[config.mk]
export PLATFORM = sky130hd
export DESIGN_NAME = martin_median_filter
export DESIGN_NICKNAME = d
export VERILOG_FILES = /design/src/rtl/martin_median_filter.sv
export SDC_FILE = /design/constraint.sdc
export NUM_CORES = 1
export LEC_CHECK = 0
export BUFFER_PORTS_ARGS = -buffer_cell sky130_fd_sc_hd__buf_2
export CORE_MARGIN = 3
export CORE_UTILIZATION = 55
export CTS_CLUSTER_SIZE = 8
export DETAILED_ROUTE_END_ITERATION = 10
export GPL_ROUTABILITY_DRIVEN = 0
export PLACE_DENSITY = 0.73
export SYNTH_ARGS = -nofsm -noshare
export SYNTH_HDL_FRONTEND = slang
export SYNTH_SLANG_ARGS = --single-unit
[constraint.sdc]
create_clock -name clk_pad -period 39.2 [get_ports clk_pad]
set_clock_uncertainty 0.05 [all_clocks]
set_input_delay 5.88 -clock clk_pad [delete_from_list [all_inputs] [get_ports clk_pad]]
set_output_delay 5.88 -clock clk_pad [all_outputs]
set_load 0.01 [all_outputs]
[src/rtl/martin_median_filter.sv]
// 8-tap median / high-pass filter: addressed sample registers, registered median, output mode mux.
// Build option FILTER_SAT_EN: mode 01 clamps negative differences to zero instead of wrapping.
module martin_median_filter #(
    parameter int DATA_W     = 8,
    parameter int NUM_TAPS   = 8,
    parameter int MEDIAN_IDX = 4
) (
    input  logic              clk_pad,
    input  logic              rst_pad,
    input  logic [DATA_W-1:0] data_in_pad,
    input  logic [2:0]        reg_addr_pad,
    input  logic              wr_enable_pad,
    input  logic [1:0]        out_select_pad,
    output logic [DATA_W-1:0] data_out_pad
);

    logic [DATA_W-1:0] r_taps [NUM_TAPS];
    logic [DATA_W-1:0] r_median;
    logic [DATA_W-1:0] w_median;
    logic [DATA_W-1:0] w_data_out;

    always_ff @(posedge clk_pad) begin
        if (rst_pad) begin
            for (int i = 0; i < NUM_TAPS; i++) begin
                r_taps[i] <= '0;
            end
            r_median <= '0;
        end else begin
            if (wr_enable_pad) begin
                r_taps[reg_addr_pad] <= data_in_pad;
            end
            r_median <= w_median;
        end
    end

    // Odd-even transposition network: NUM_TAPS compare/swap stages sort ascending.
    always_comb begin
        logic [DATA_W-1:0] v [NUM_TAPS];
        logic [DATA_W-1:0] t;
        w_median = '0;
        t        = '0;
        for (int i = 0; i < NUM_TAPS; i++) begin
            v[i] = r_taps[i];
        end
        for (int s = 0; s < NUM_TAPS; s++) begin
            for (int i = s % 2; i < NUM_TAPS - 1; i += 2) begin
                if (v[i] > v[i+1]) begin
                    t      = v[i];
                    v[i]   = v[i+1];
                    v[i+1] = t;
                end
            end
        end
        w_median = v[MEDIAN_IDX];
    end

    always_comb begin
        w_data_out = '0;
        case (out_select_pad)
            2'b00: w_data_out = r_median;
`ifdef FILTER_SAT_EN
            2'b01: w_data_out = (data_in_pad < r_median) ? '0 : (data_in_pad - r_median);
`else
            2'b01: w_data_out = data_in_pad - r_median;
`endif
            2'b10: w_data_out = data_in_pad;
            default: w_data_out = '0;
        endcase
    end

    assign data_out_pad = w_data_out;

endmodule

# Word-level counts from Yosys, hierarchy flattened
# Memory sizes are Yosys's and may differ from the RTL's.
# Index checks and enable logic that the tools add are counted.
[totals]
ff_bits = 8
mem_bits_rw = 64
in_bits = 16
output_inout_bits = 8
word_cells = 64
mem_count = 1
[mem_list]
columns = ["memory", "words", "width", "rd", "rd_ports_with_merged_regs", "wr", "line_no", "source"]
rows = [
  ["r_taps", 8, 8, 8, 0, 8, "17", "logic [DATA_W-1:0] r_taps [NUM_TAPS];"],
]
[classes]
add_sub_neg = 1
n_lt_le_gt_ge = 24
eq_ne = 2
muxes = 33
n_reduce_logical = 2
[ops]
columns = ["cell", "n"]
rows = [
  ["$mux 16", 20],
  ["$gt 8x8->1", 24],
  ["$mux 8", 5],
  ["$pmux 8 s3", 1],
  ["$reduce_or 8->1", 1],
  ["$sub 8x8->8", 1],
  ["$mux 1", 6],
  ["$mux 3", 1],
  ["$eq 2x1->1 const B", 1],
  ["$eq 2x2->1 const B", 1],
  ["$logic_not 2->1", 1],
]

# Logic depth before layout (Yosys ltp)
[depth]
word_depth = 16
ltp_mapped = 91
mapped_depth_nobuf = 82

# Worst setup path after synthesis
# Ideal clock, no wire load.
[synth_path]
kind = "reg2reg"
startpoint = "memory r_taps[2][7]"
endpoint = "register r_median[5]"
setup_time_ns = 0.114
arrival_ns = 15.892
required_ns = 39.036
slack_ns = 23.144
stages_incl_launch_ff = 81
path_buffers = 10
synth_period_minus_slack_ns = 16.056
cell_sequence = "edfxtp_1 > ha_1 > nand4_1 > or2_1 > and2_1 > nor2_1 > clkbuf_1 > mux2i_1 > inv_1 > ha_1 > nand2_1 > nor3_1 > nand2_1 > nor3_1 > o2bb2ai_1 > o21ai_1 > clkbuf_1 > mux2i_1 > [45 not listed] > mux2i_1 > inv_1 > ha_1 > nand4_1 > o21a_1 > a2111oi_0 > a211o_1 > buf_2 > mux2_4 > ha_1 > a21o_1 > a21o_1 > a21oi_1 > o21ai_0 > o21a_1 > nor2b_1 > buf_1 > a2bb2o_4"
[synth_rtl]
columns = ["element", "line_no", "source"]
rows = [
  ["start: declaration", "17", ""],
  ["end signal: assignment", "32", "r_median <= w_median;"],
  ["end: declaration", "18", "logic [DATA_W-1:0] r_median;"],
]

==> reports/qor.yml <==
outcome:
  status: "finished, final reports clean"
layout:
  fillers: 1929
  fin_nets: 1738
  syn_to_final_growth_pct: 5.44
  drive_gt1_share_pct: 9.06
  final_cell_mix: "ha_1 (170), inv_1 (160), mux2i_1 (137)"
  ff_latch_area_mm2: 0.00208
  fin_cells: 1836
  multi_input_area_mm2: 0.00963
  diodes: 0
  final_common_cell: "ha_1"
  final_area_mm2: 0.0131
grt:
  grt-ovfl-total: 0
  antenna_found_initial: 0
  grt_pass1_vias: 10300
  grt_max_degree: 29
  grt_first_pass_wirelength_um: 52700
  grt_usage_pct: 26.6
sta:
  setup_viol: 0
  tightest_slew_ns: 1.31
  relSlewSlack_pct: 12.1
  fmax_mhz: 56.3
  whs_ns: 1.48
  slew_violations: 0
  post-route-min-period_ns: 17.75
  min_period_over_period_pct: 45.3
  rsz0062_at_grt: "no"
  setup_tns_ns: 0
  timing.final.hold_violations: 0
synthesis:
  ys.flop_type: "edfxtp_1"
  synth-edff-count: 64
  postSynthNetCount: 1738
  syn_inst: 1551
  synth_top_area_share_pct: 17.1
  ys_seq_elements: 72
  synth_area_leaders: "ha_1 (17%), edfxtp_1 (15%), mux2i_1 (11%)"
  yosysSeqAreaShare_pct: 16.7
  ys_types: 109
  post_synth.cell_area_avg_um2: 8.03
  synthesis.area_mm2: 0.0125
  synth_async_sr_flop_share_pct: 0
  yosys.area.top_type: "ha_1"
  ys_warn_count: 0
clocking:
  clk-insertion-delay-late_ns: 0.37
  postCtsHoldBufs: 0
  cts.repair.resized: 0
  cts_buffers: 9
  cts_tree: "done"
  numClockSinks: 72
  clk_pin_slew_worst_paths_ns: 0.08
  cts_setup_buffers: 0
  cts.htree.levels: 3
  cts_root_buf: "clkbuf_16"
  ctsLongestPathBuffers: 2
route:
  drt-met1-wl_um: 15800
  via_per_inst: 6.18
  drt_iter0_drc: 800
  drt_first_pass_iters: 6
  wl_met2_um: 15300
  via_count: 11300
  top_layer: "met4"
  wl_met3_um: 1370
  drc: 0
  ant_nets: 0
  wl_per_cell_um: 17.9
  wl_um: 32900
floorplanning:
  rows: 54
  io_pins: 24
  core_area_mm2: 0.0220
  die_w_um: 157
  die_area_mm2: 0.0245
  die_h_um: 157
  initial_utilization_pct: 56.6
critical_path:
  crit_top_cell: "a21oi_1"
  crit_path_top_delay_cell: "nor2_1"
  required_ns: 39.43
  critical-path-top-delay-family: "compound AO/OA/AOI/OAI gates"
  max_stage_delay_ns: 1.01
  criticalPathCategory: "reg -> reg"
  timing.critical_path.buf_inv: 5
  start_kind: "register"
  critPathArrivalTime_ns: 17.98
  cp_max_fo: 18
  end_kind: "register"
placed_design:
  dpl.cell_count: 1820
  portBuffers: 23
  dpl.hpwl_um: 26900
  placed_area_mm2: 0.0128
worst_hold_path:
  hp-class: "reg -> reg"
flow_run:
  drv_cap: 0
-- path summary, 6_finish.rpt --
path | start | end | slack, ns | cells past startpoint
max | r_taps[2][7]$_SDFFCE_PN0P_ | r_median[0]$_SDFF_PP0_ | 21.45 | 71
min | r_taps[7][5]$_SDFFCE_PN0P_ | r_median[5]$_SDFF_PP0_ | 1.48 | 7
min reg2reg | r_taps[7][5]$_SDFFCE_PN0P_ | r_median[5]$_SDFF_PP0_ | 1.48 | 7
max reg2reg | r_taps[2][7]$_SDFFCE_PN0P_ | r_median[0]$_SDFF_PP0_ | 21.45 | 71
-- registers in the layout, indices dropped and copies added, names as in the netlist --
name / count
r_taps: 64
r_median: 8
-- area by class of cell --
class / instances / area share [%]
clock buffer: 9 / 1.71
tap: 280 / 2.67
clock inverter: 7 / 0.647
inverter: 161 / 4.60
sequential: 72 / 15.8
multi-input combinational: 1277 / 73.3
timing repair buffer: 30 / 1.28
-- cell usage after synthesis, types with 10 or more instances --
cell      instances
edfxtp_1         64
mux2i_1         137
a21oi_1         130
nor2b_1          18
nand3_1          27
o21ai_0          74
nand2b_1         22
xnor2_1          18
nor2_1          126
nand2_1          99
inv_1           160
ha_1            170
and3_1           11
o21a_1           19
mux2_2           35
o211ai_1         10
or2_2            12
and2_1           64
clkbuf_1         28
nor3_1           24
o22ai_1          11
a21o_1           43
nand4_1          22
-- through the flow --
step	setup slack, ns	utilization, %
2_1_floorplan	23.14	-
3_3_place_gp	22.45	58.2
3_5_place_dp	21.89	58.2
4_1_cts	21.79	59.7
5_1_grt	19.82	59.7
6_report	21.45	59.7
-- worst reg2reg max path, delay by kind of cell (launching register included) --
kind            cells  cell delay (ns)
compound gates     32             7.65
fa+ha+maj           8             2.54
buf+inv             5             0.54
flops               1             0.44
mux                 5             1.78
simple gates       21             4.65
-- routing by layer --
layer	up-vias	global-route usage, %
li1	5707	-
met1	5333	37.7
met2	276	44.7
met3	31	2.21
met4	0	5.09
met5	-	0
-- cell families (layout without fill, tap and decap cells) --
group / after synthesis / after routing / synth area share (%)
mux: 178 / 178 / 14.9
xor+xnor: 23 / 23 / 1.68
buf+inv: 202 / 207 / 6.18
fa+ha+maj: 177 / 177 / 17.7
flops: 72 / 72 / 16.7
compound gates: 418 / 418 / 22.8
simple gates: 481 / 481 / 20.0
Power is left out: the tool's default activity adds up to more than one toggle a clock period on the data nets, which glitch-free logic cannot reach.
